`src/rtl/alu_arbiter.sv`:
```
// rtl/alu_arbiter.sv - two-requester round-robin front end sharing one miniALU
// Accept in IDLE, compute in EXEC, hold the registered result in RESP until the owner takes it.

module mini_alu (
  input  logic [3:0]  op1_i,
  input  logic [3:0]  op2_i,
  input  logic        operation_i,
  input  logic        sign_i,
  output logic [19:0] result_o
);

  logic [19:0] a;
  logic [19:0] b;

  assign a = {16'd0, op1_i};
  assign b = {16'd0, op2_i};

  always_comb begin
    result_o = 20'd0;
    case ({operation_i, sign_i})
      2'b00:   result_o = a + b;
      2'b01:   result_o = a - b;
      2'b10:   result_o = a << op2_i;
      default: result_o = a >> op2_i;
    endcase
  end

endmodule

module alu_arbiter (
  input  logic        clk,
  input  logic        rst_n,
  input  logic [1:0]  req_valid,
  output logic [1:0]  req_ready,
  input  logic [7:0]  req_op1,
  input  logic [7:0]  req_op2,
  input  logic [1:0]  req_operation,
  input  logic [1:0]  req_sign,
  output logic [1:0]  resp_valid,
  input  logic [1:0]  resp_ready,
  output logic [19:0] resp_result,
  output logic        grant_id,
  output logic        busy,
  output logic [15:0] done_count
);

  typedef enum logic [1:0] {IDLE, EXEC, RESP} state_t;

  state_t      state_q, state_d;
  logic [3:0]  op1_q, op1_d;
  logic [3:0]  op2_q, op2_d;
  logic        operation_q, operation_d;
  logic        sign_q, sign_d;
  logic        grant_q, grant_d;
  logic        last_grant_q, last_grant_d;
  logic [19:0] result_q, result_d;
  logic [15:0] done_count_q, done_count_d;

  logic        winner;
  logic [19:0] alu_result;

  mini_alu u_alu (
    .op1_i       (op1_q),
    .op2_i       (op2_q),
    .operation_i (operation_q),
    .sign_i      (sign_q),
    .result_o    (alu_result)
  );

  // A lone requester always wins; a tie goes to whoever was not served last.
  always_comb begin
    winner = req_valid[1];
    if (req_valid == 2'b11) begin
      winner = ~last_grant_q;
    end
  end

  always_comb begin
    state_d      = state_q;
    op1_d        = op1_q;
    op2_d        = op2_q;
    operation_d  = operation_q;
    sign_d       = sign_q;
    grant_d      = grant_q;
    last_grant_d = last_grant_q;
    result_d     = result_q;
    done_count_d = done_count_q;
    req_ready    = 2'b00;

    case (state_q)
      IDLE: begin
        // rst_n gates the handshake so a command is never acknowledged on a reset edge.
        if ((|req_valid) && rst_n) begin
          req_ready    = winner ? 2'b10 : 2'b01;
          op1_d        = winner ? req_op1[7:4] : req_op1[3:0];
          op2_d        = winner ? req_op2[7:4] : req_op2[3:0];
          operation_d  = req_operation[winner];
          sign_d       = req_sign[winner];
          grant_d      = winner;
          last_grant_d = winner;
          state_d      = EXEC;
        end
      end
      EXEC: begin
        result_d = alu_result;
        state_d  = RESP;
      end
      RESP: begin
        if (resp_ready[grant_q]) begin
          done_count_d = done_count_q + 16'd1;
          state_d      = IDLE;
        end
      end
      default: state_d = IDLE;
    endcase
  end

  always_ff @(posedge clk) begin
    if (!rst_n) begin
      state_q      <= IDLE;
      op1_q        <= 4'd0;
      op2_q        <= 4'd0;
      operation_q  <= 1'b0;
      sign_q       <= 1'b0;
      grant_q      <= 1'b0;
      last_grant_q <= 1'b1;
      result_q     <= 20'd0;
      done_count_q <= 16'd0;
    end else begin
      state_q      <= state_d;
      op1_q        <= op1_d;
      op2_q        <= op2_d;
      operation_q  <= operation_d;
      sign_q       <= sign_d;
      grant_q      <= grant_d;
      last_grant_q <= last_grant_d;
      result_q     <= result_d;
      done_count_q <= done_count_d;
    end
  end

  assign resp_valid  = (state_q == RESP) ? (grant_q ? 2'b10 : 2'b01) : 2'b00;
  assign resp_result = result_q;
  assign grant_id    = grant_q;
  assign busy        = (state_q != IDLE);
  assign done_count  = done_count_q;

endmodule

```
`config.mk`:
```
export PLATFORM = sky130hd
export DESIGN_NAME = alu_arbiter
export DESIGN_NICKNAME = d
export VERILOG_FILES = /design/src/rtl/alu_arbiter.sv
export SDC_FILE = /design/constraint.sdc
export NUM_CORES = 1
export LEC_CHECK = 0
export ABC_AREA = 1
export CORE_MARGIN = 2
export CORE_UTILIZATION = 40
export DETAILED_ROUTE_END_ITERATION = 12
export GPL_ROUTABILITY_DRIVEN = 0
export GPL_TIMING_DRIVEN = 1
export PLACE_DENSITY = 0.79
export SYNTH_ARGS = -nofsm -noshare
export SYNTH_HDL_FRONTEND = slang
export SYNTH_HIERARCHICAL = 1
export SYNTH_SLANG_ARGS = --single-unit
```
`constraint.sdc`:
```
create_clock -name clk -period 1.8 [get_ports clk]
set_input_delay 0.36 -clock clk [delete_from_list [all_inputs] [get_ports clk]]
set_output_delay 0.36 -clock clk [all_outputs]
set_load 0.01 [all_outputs]
```
==> flow_metrics.tcl, run 1 <==
set metrics [dict create \
    mostFrequentLayoutCell "nand2_1" \
    cp_cell_sequence "nor2_1 > inv_1 > clkdlybuf4s50_1" \
    ys_types 40 \
    drtIter0Drc 197 \
    hold_path.class "flip-flop to flip-flop" \
    arrival_ns 1.38 \
    synthFlopType "dfxtp_1" \
    area_growth_pct 33.91 \
    setup_viol 0 \
    required_ns 1.44 \
    grt_max_degree 38 \
    initial_core_util 0.4072 \
    cap_violations 0 \
    num_vias 3262 \
    io_pins 68 \
    grt_pass1_wl_mm 13.61 \
    min_path_cells 2 \
    route.detailed.wl_per_inst_um 12.06 \
    peakVddDrop_uv 352.1 \
    critPathKind "flip-flop to output pin" \
    hold_viol_final 0 \
    stdcell_area_sq_um 4170 \
    ys_seq_area_frac 0.3214 \
    synth_fp_nets 506 \
    slew-limit-headroom 0.6302 \
    syn-cell-area_sq_um 3114 \
    clk_path_buf_depth 2 \
    insertion_delay_ns 0.30 \
    slew_viol_final 0 \
    die_x_um 92.24 \
    cts_hold_buf 0 \
    synth_top_area_cell "dfxtp_1" \
    fmaxAchievable_ghz 0.5735 \
    dr.pass1.iters 5 \
    path_max_fanout 3 \
    worstMarginPinSlew_ns 0.5541 \
    use_met1 0.2434 \
    reg2reg_to "resp_result[8]$_SDFFE_PN0N_" \
    antenna_cells 0 \
    ys_top_cells_by_area "dfxtp_1 (32%), nand2_1 (17%), nor2_1 (9.9%), o21ai_0 (4.7%), ha_1 (4.4%)" \
    busiest_layer "met2" \
    path_buf_inv 2 \
    dp_slack_ns -0.3842 \
    nNetsFinal 594 \
    synth_cells 467 \
    io_buffers 67 \
    multiInputGateArea_sq_um 1921 \
    reg2reg_setup_slack_ns 0.06 \
    fill_cells 706 \
    vias_per_cell 4.973 \
    min_to "last_grant_q$_SDFFE_PN1P_" \
    cp_top_family "buffers and inverters" \
    crit_path_start_kind "flip-flop" \
    async_flop_share 0 \
    fin_crit_ns 1.744 \
    yosysWarningCount 6 \
    ctsRootBufferMaster "clkbuf_8" \
    h-tree-depth 2 \
    wl_mm 7.914 \
    drc 0 \
    cts_tree "yes" \
    r2r_start "op1_q[0]$_SDFFE_PN0P_" \
    gr-usage-met3 0.02876 \
    dp.final_hpwl_mm 5.964 \
    synth.avg_cell_area_sq_um 6.669 \
    die_height_um 92.24 \
    power_mw 2.594 \
    finalClockSkew_ns 0.01123 \
    rsz0062_at_grt "yes" \
    status "finished clean" \
    drive_above_1_share 0.1895 \
    setup_ws_ns 0.05643 \
    globalRouteOverflowTotal 0 \
    regArea_sq_um 1008 \
    cp-end-kind "output pin" \
    cts.sinks 50 \
    die_area_sq_um 8507 \
    post_dp_cell_area_sq_um 3926 \
    grt_pass1_vias 3072 \
    synth-edff-count 0 \
    yosys_register_bits 50 \
    holdCritStartpoint "last_grant_q$_SDFFE_PN1P_" \
    r2r_cells 12 \
    antenna_found_initial 0 \
    grt_util_all_layers 0.1920 \
    min_period_over_period 0.9686 \
    final_cell_mix "nand2_1 (133), nor2_1 (81), clkdlybuf4s50_1 (62), dfxtp_1 (46), buf_4 (30)" \
    clk_pin_slew_ns 0.09 \
    final_antenna_net_count 0 \
    yosysTopAreaCellShare 0.3214 \
    grt.met2_usage 0.3401 \
    core_sq_um 7647 \
    fp-row-count 32 \
    leakagePower_nw 1.888 \
    slowest_delay_ns 0.55 \
    powerDensity_nw_per_um2 621.9 \
    critical_path.slowest_cell "clkdlybuf4s50_1" \
    numCtsBuffers 5 \
]
power by group:
part / switching, mW / internal [mW] / leakage, nW
Sequential: 0.0568 / 1.18 / 0.410
Clock: 0.337 / 0.297 / 0.0431
Combinational: 0.389 / 0.336 / 1.44
Total: 0.783 / 1.81 / 1.89
synthesized netlist by cell type (3+ instances only):
master    instances
inv_1            28
nor2_2            5
clkbuf_1          6
inv_2             8
buf_4             3
nand2_1         138
nand4_1           5
buf_6             3
buf_2             3
nor2_4            5
nand2_2          11
nor2_1           82
nand3_2           4
ha_1             11
dfxtp_1          50
a21oi_1          22
nand3_1          24
o21ai_0          29
worst min-delay path, cell delays in order, from the launching register on:
cell and delay (ns):
dfxtp_1 0.35, nand2_1 0.06, nand3_1 0.07
metal layers:
metal	vias to the layer above	share of wire
li1	1660	-
met1	1492	0.46
met2	100	0.49
met3	10	0.045
met4	0	0.012
met5	-	0
worst max path at each step:
stage / startpoint / end / slack (ns) / cells after the start
2_1_floorplan: op2_q[1]$_SDFFE_PN0P_ / resp_result[4]$_SDFFE_PN0N_ / 0.0009 / 11
3_3_place_gp: req_valid[1] / req_ready[0] / -0.35 / 6
3_5_place_dp: req_valid[1] / req_ready[0] / -0.38 / 6
4_1_cts: op1_q[0]$_SDFFE_PN0P_ / resp_result[12]$_SDFFE_PN0N_ / 0.004 / 12
5_1_grt: op1_q[0]$_SDFFE_PN0P_ / resp_result[4]$_SDFFE_PN0N_ / -0.009 / 8
6_report: state_q[1]$_SDFFE_PN0P_ / busy / 0.06 / 3
registers in the layout, summed over array words and instances, names as in the netlist:
name,cells
grant_id,1
op1_q,4
sign_q,1
op2_q,4
state_q,2
done_count,16
last_grant_q,1
operation_q,1
resp_result,20
timing repair:
action	in CTS	in global routing
cloned	0	1
endpoints found under the setup margin	16	22
gates resized for setup	18	23
buffers inserted	10	1
endpoints found under the hold margin	0	0
pin swaps	1	7
cell families (layout without fill, tap and decap cells):
kind of cell    Yosys count  after routing  share of synthesized area
flops                    50             50                     0.3214
xor+xnor                  3              3                   0.008439
buf+inv                  54            140                    0.08718
fa+ha+maj                13             13                    0.05705
simple gates            285            286                     0.4134
compound gates           62             62                     0.1125
through the flow:
step                      utilization  instances  setup TNS, ns  hold slack [ns]
after global routing           0.5453        656       -0.01687           0.5525
final                          0.5453        656              0           0.5068
after CTS                      0.5352        654              0           0.4959
after floorplan                     -        467              0           0.4287
after detailed placement       0.5134        638        -0.9634           0.4946
after global placement         0.5134        638        -0.7441           0.4608
final cells by class:
type | instances | area share
sequential | 50 | 0.2418
tap | 102 | 0.03060
timing repair buffer | 98 | 0.2142
inverter | 36 | 0.03300
clock buffer | 6 | 0.01980
multi-input combinational | 364 | 0.4605
Power figures use the tool's default switching activity.
==> run 2, diff against run 1 <==
- CAP_MARGIN: not set -> 30
- PLACE_DENSITY: 0.79 -> 0.77
- clock period: 1.8 -> 2.17 ns (I/O delays scaled with it)
==> run 2 against run 1 <==
Core utilization shrank 2.3 points. Design area is 4.3% lower. Worst setup slack improved by 0.044 ns. Final cell count decreased by 2.4%. Global-route usage down 1.3 points. Register-to-register slack better by 0.23 ns. Worst hold slack lost 0.0080 ns. Critical endpoint is now req_ready[0]. Flip-flop and latch count is the same. Clock power fell by 18%. First-iteration DRC count rose by 11%. Critical path type is now input port to output pin.
==> flow_metrics.tcl, run 2 (same netlist as run 1, synthesis figures left out) <==
set metrics [dict create \
    status "finished clean" \
    cp-startpoint "rst_n" \
    setup_viol 0 \
    drive_above_1_share 0.1227 \
    min_path_cells 2 \
    worstMarginPinSlew_ns 0.5871 \
    cap_violations 0 \
    fin_crit_ns 2.070 \
    globalRouteOverflowTotal 0 \
    reg2reg_setup_slack_ns 0.29 \
    slew-limit-headroom 0.6082 \
    top_layer_used "met4" \
    power_mw 2.093 \
    peakVddDrop_uv 342.5 \
    numCtsBuffers 5 \
    io_buffers 67 \
    nNetsFinal 577 \
    crit_path_start_kind "input port" \
    cp_cell_sequence "clkdlybuf4s50_1 > o21ai_1 > nor2_2 > buf_4 > inv_1 > nor2_2 > clkdlybuf4s15_2" \
    dp.final_hpwl_mm 5.678 \
    fill_cells 702 \
    die_x_um 92.24 \
    final_cell_mix "nand2_1 (138), nor2_1 (81), clkdlybuf4s50_1 (65), dfxtp_1 (50)" \
    arrival_ns 1.64 \
    leakagePower_nw 1.809 \
    critPathKind "input port to output pin" \
    dr_wl_met3_um 314 \
    reg2reg_to "resp_result[17]$_SDFFE_PN0N_" \
    clk_pin_slew_ns 0.08 \
    slowest_delay_ns 0.48 \
    cts_hold_buf 0 \
    cpMostUsedCell "nor2_2" \
    antenna_cells 0 \
    h-tree-depth 2 \
    mostFrequentLayoutCell "nand2_1" \
    wl_mm 7.464 \
    grt_util_all_layers 0.1787 \
    insertion_delay_ns 0.30 \
    num_vias 3118 \
    min_period_over_period 0.9538 \
    grt_max_degree 38 \
    finalSetupTns_ns 0 \
    die_height_um 92.24 \
    wl_met2_mm 3.506 \
    core_sq_um 7647 \
    ctsRootBufferMaster "clkbuf_8" \
    initial_core_util 0.4072 \
    r2r_start "op1_q[0]$_SDFFE_PN0P_" \
    powerDensity_nw_per_um2 524.4 \
    cts_tree "yes" \
    antenna_found_initial 0 \
    hold_viol_final 0 \
    cp-endpoint "req_ready[0]" \
    wl_met1_mm 3.534 \
    drtIter0Drc 219 \
    die_area_sq_um 8507 \
    route.detailed.wl_per_inst_um 11.66 \
    final_antenna_net_count 0 \
    hold_path.class "flip-flop to flip-flop" \
    grt_pass1_wl_mm 12.72 \
    largest_reg_flops 20 \
    area_growth_pct 28.16 \
    fp-row-count 32 \
    vias_per_cell 4.872 \
    critical_path.slowest_cell "clkdlybuf4s50_1" \
    clk_path_buf_depth 2 \
    dr.pass1.iters 5 \
    finalClockSkew_ns 0.009451 \
    path_max_fanout 3 \
    required_ns 1.74 \
    r2r_cells 12 \
    cts.sinks 50 \
    io_pins 68 \
    drc 0 \
    slew_viol_final 0 \
    grt_pass1_vias 2956 \
    fmaxAchievable_ghz 0.4831 \
    cp-end-kind "output pin" \
]
run 2: stage by stage:
step                cells  hold WS [ns]  worst slack [ns]  instance area, sq um  utilization
global placement      630        0.4615           -0.1549                  3866       0.5056
CTS                   638        0.4920          0.008645                  3954       0.5170
finish                640        0.4988            0.1002                  3991       0.5219
detailed placement    630        0.4666           -0.2197                  3866       0.5056
floorplan             467        0.4287            0.3709                  3114            -
global route          640        0.5234         -0.001545                  3991       0.5219
run 2: power breakdown:
part	internal (mW)	switching, mW
clock	0.222	0.299
sequential	0.976	0.0438
combinational	0.253	0.300
run 2: area by class of cell:
type                       instances  area (sq um)  share of cell area
clock buffer                       6         72.57             0.01818
clock inverter                     1         7.507            0.001881
inverter                          36         135.1             0.03386
multi-input combinational        363          1852              0.4640
sequential                        50          1001              0.2508
tap                              102         127.6             0.03197
timing repair buffer              82         795.8              0.1994
run 2: worst min path at each step:
stage	startpoint	to	slack (ns)
final	last_grant_q$_SDFFE_PN1P_	last_grant_q$_SDFFE_PN1P_	0.50
after global routing	last_grant_q$_SDFFE_PN1P_	last_grant_q$_SDFFE_PN1P_	0.52
after CTS	last_grant_q$_SDFFE_PN1P_	last_grant_q$_SDFFE_PN1P_	0.49
after detailed placement	last_grant_q$_SDFFE_PN1P_	last_grant_q$_SDFFE_PN1P_	0.47
after global placement	last_grant_q$_SDFFE_PN1P_	last_grant_q$_SDFFE_PN1P_	0.46
after floorplan	last_grant_q$_SDFFE_PN1P_	last_grant_q$_SDFFE_PN1P_	0.43
run 2: critical path: cells and delay by family:
kind	cells	cell delay (ns)
AOI/OAI and AO/OA	1	0.09
and+or+nand+nor	2	0.21
buffers and inverters	4	0.89
run 2: what timing repair did:
action / in CTS / in global routing
setup buffers: 1 / 2
endpoints found under the setup margin: 2 / 5
gates resized for setup: 4 / 3
endpoints found under the hold margin: 0 / 0
pin swaps: 1 / 1
run 2: per-layer routing:
metal / vias to the layer above / global-route usage
met1: 1399 / 0.2267
met4: 0 / 0.05348
met2: 92 / 0.3076
met5: - / 0
li1: 1617 / -
met3: 10 / 0.03369
==> run 3, diff against run 2 <==
- SKIP_CTS_REPAIR_TIMING: not set -> 1
==> run 3 against run 2 <==
Final cell count shrank 0.31%. First-iteration DRC count grew 8.2%. Clock power is essentially flat. Non-clock buffer count shrank 2. Count of clock-buffer cells in the layout is the same. Combinational power shrank 1%. Largest cell class unchanged. Largest power group unchanged.
==> flow_metrics.tcl, run 3 (same netlist as run 1, synthesis figures left out) <==
set metrics [dict create \
    status "finished clean" \
    cp_top_family "buffers and inverters" \
    slew-limit-headroom 0.6055 \
    num_vias 3118 \
    hold_viol_final 0 \
    cp-end-kind "output pin" \
    dp.final_hpwl_mm 5.678 \
    final_cell_mix "nand2_1 (138), nor2_1 (82), clkdlybuf4s50_1 (65), dfxtp_1 (50), o21ai_0 (29)" \
    slew_viol_final 0 \
    arrival_ns 1.59 \
    cp_cell_sequence "clkdlybuf4s50_1 > o21ai_0 > nor2_2 > inv_1 > nor2_1 > dlymetal6s2s_1" \
    final_antenna_net_count 0 \
    rsz0062_at_grt "no" \
    required_ns 1.74 \
    crit_path_start_kind "input port" \
    finalClockSkew_ns 0.009302 \
    cap_violations 0 \
    io_buffers 67 \
    grt_pass1_vias 2944 \
    drtIter0Drc 237 \
    grt_max_degree 38 \
    largest_reg_flops 20 \
    powerDensity_nw_per_um2 525.0 \
    clk_pin_slew_ns 0.08 \
    setup_viol 0 \
    grt_pass1_wl_mm 12.66 \
    holdCritStartpoint "last_grant_q$_SDFFE_PN1P_" \
    fp-row-count 32 \
    peakVddDrop_uv 342.8 \
    ctsRootBufferMaster "clkbuf_8" \
    core_sq_um 7647 \
    area_growth_pct 27.76 \
    cts.sinks 50 \
    antenna_found_initial 0 \
    vias_per_cell 4.887 \
    stdcell_area_sq_um 3979 \
    grt_util_all_layers 0.1778 \
    hold_path.class "flip-flop to flip-flop" \
    drive_above_1_share 0.1157 \
    critPathKind "input port to output pin" \
    die_x_um 92.24 \
    instances_no_fill 638 \
    drc 0 \
    critical_path.slowest_cell "clkdlybuf4s50_1" \
    hold_slack_ns 0.5082 \
    fin_util 0.5203 \
    r2r_start "op1_q[0]$_SDFFE_PN0P_" \
    insertion_delay_ns 0.30 \
    fin_crit_ns 2.024 \
    min_period_over_period 0.9328 \
    mostFrequentLayoutCell "nand2_1" \
    dr.pass1.iters 6 \
    wl_mm 7.449 \
    initial_core_util 0.4072 \
    die_height_um 92.24 \
    clk_path_buf_depth 2 \
    globalRouteOverflowTotal 0 \
    nNetsFinal 575 \
    path_max_fanout 4 \
    post_dp_cell_area_sq_um 3866 \
    die_area_sq_um 8507 \
    numCtsBuffers 5 \
    io_pins 68 \
    route.detailed.wl_per_inst_um 11.68 \
    leakagePower_nw 1.826 \
    multiInputGateArea_sq_um 1849 \
    slowest_delay_ns 0.48 \
    cts_tree "yes" \
    antenna_cells 0 \
    dp.cells 630 \
    h-tree-depth 2 \
    worstMarginPinSlew_ns 0.5911 \
    regArea_sq_um 1001 \
    cp-startpoint "rst_n" \
    fmaxAchievable_ghz 0.4940 \
    path_buf_inv 3 \
    fill_cells 703 \
]
## run 3: tightest hold or removal path: cells and delay by family (launching register included)
family | cells | cell delay, ns
DFF | 1 | 0.33
and+or+nand+nor | 2 | 0.13
## run 3: worst paths after layout
check	endpoint	slack, ns	depth (start not counted)
max	req_ready[0]	0.15	6
min	last_grant_q$_SDFFE_PN1P_	0.51	2
max reg2reg	resp_result[17]$_SDFFE_PN0N_	0.29	12
min reg2reg	last_grant_q$_SDFFE_PN1P_	0.51	2
## run 3: final cells by class
type,instances,area share
Clock inverter,1,0.001887
Inverter,36,0.03396
Multi-Input combinational cell,363,0.4648
Clock buffer,6,0.01824
Tap cell,102,0.03208
Timing Repair Buffer,80,0.1975
Sequential cell,50,0.2516
## run 3: power by group
part	switching (mW)	internal [mW]	total (mW)
Sequential	0.0439	0.976	1.02
Clock	0.300	0.222	0.522
Combinational	0.299	0.248	0.547
Total	0.643	1.45	2.09
## run 3: through the flow
step | TNS (ns) | worst slack, ns | total power, mW
3_3_place_gp | -0.2348 | -0.1549 | 1.564
5_1_grt | 0 | 0.01368 | 2.212
6_report | 0 | 0.1458 | 2.089
4_1_cts | -0.3831 | -0.2338 | 2.099
2_1_floorplan | 0 | 0.3709 | 1.364
3_5_place_dp | -0.3624 | -0.2197 | 1.577
## run 3: routing by layer
layer | GRT usage | vias up | wire [um]
li1 | - | 1614 | -
met1 | 0.2267 | 1387 | 3479
met2 | 0.3045 | 99 | 3476
met3 | 0.03369 | 18 | 354
met4 | 0.05348 | 0 | 138
met5 | 0 | - | 0
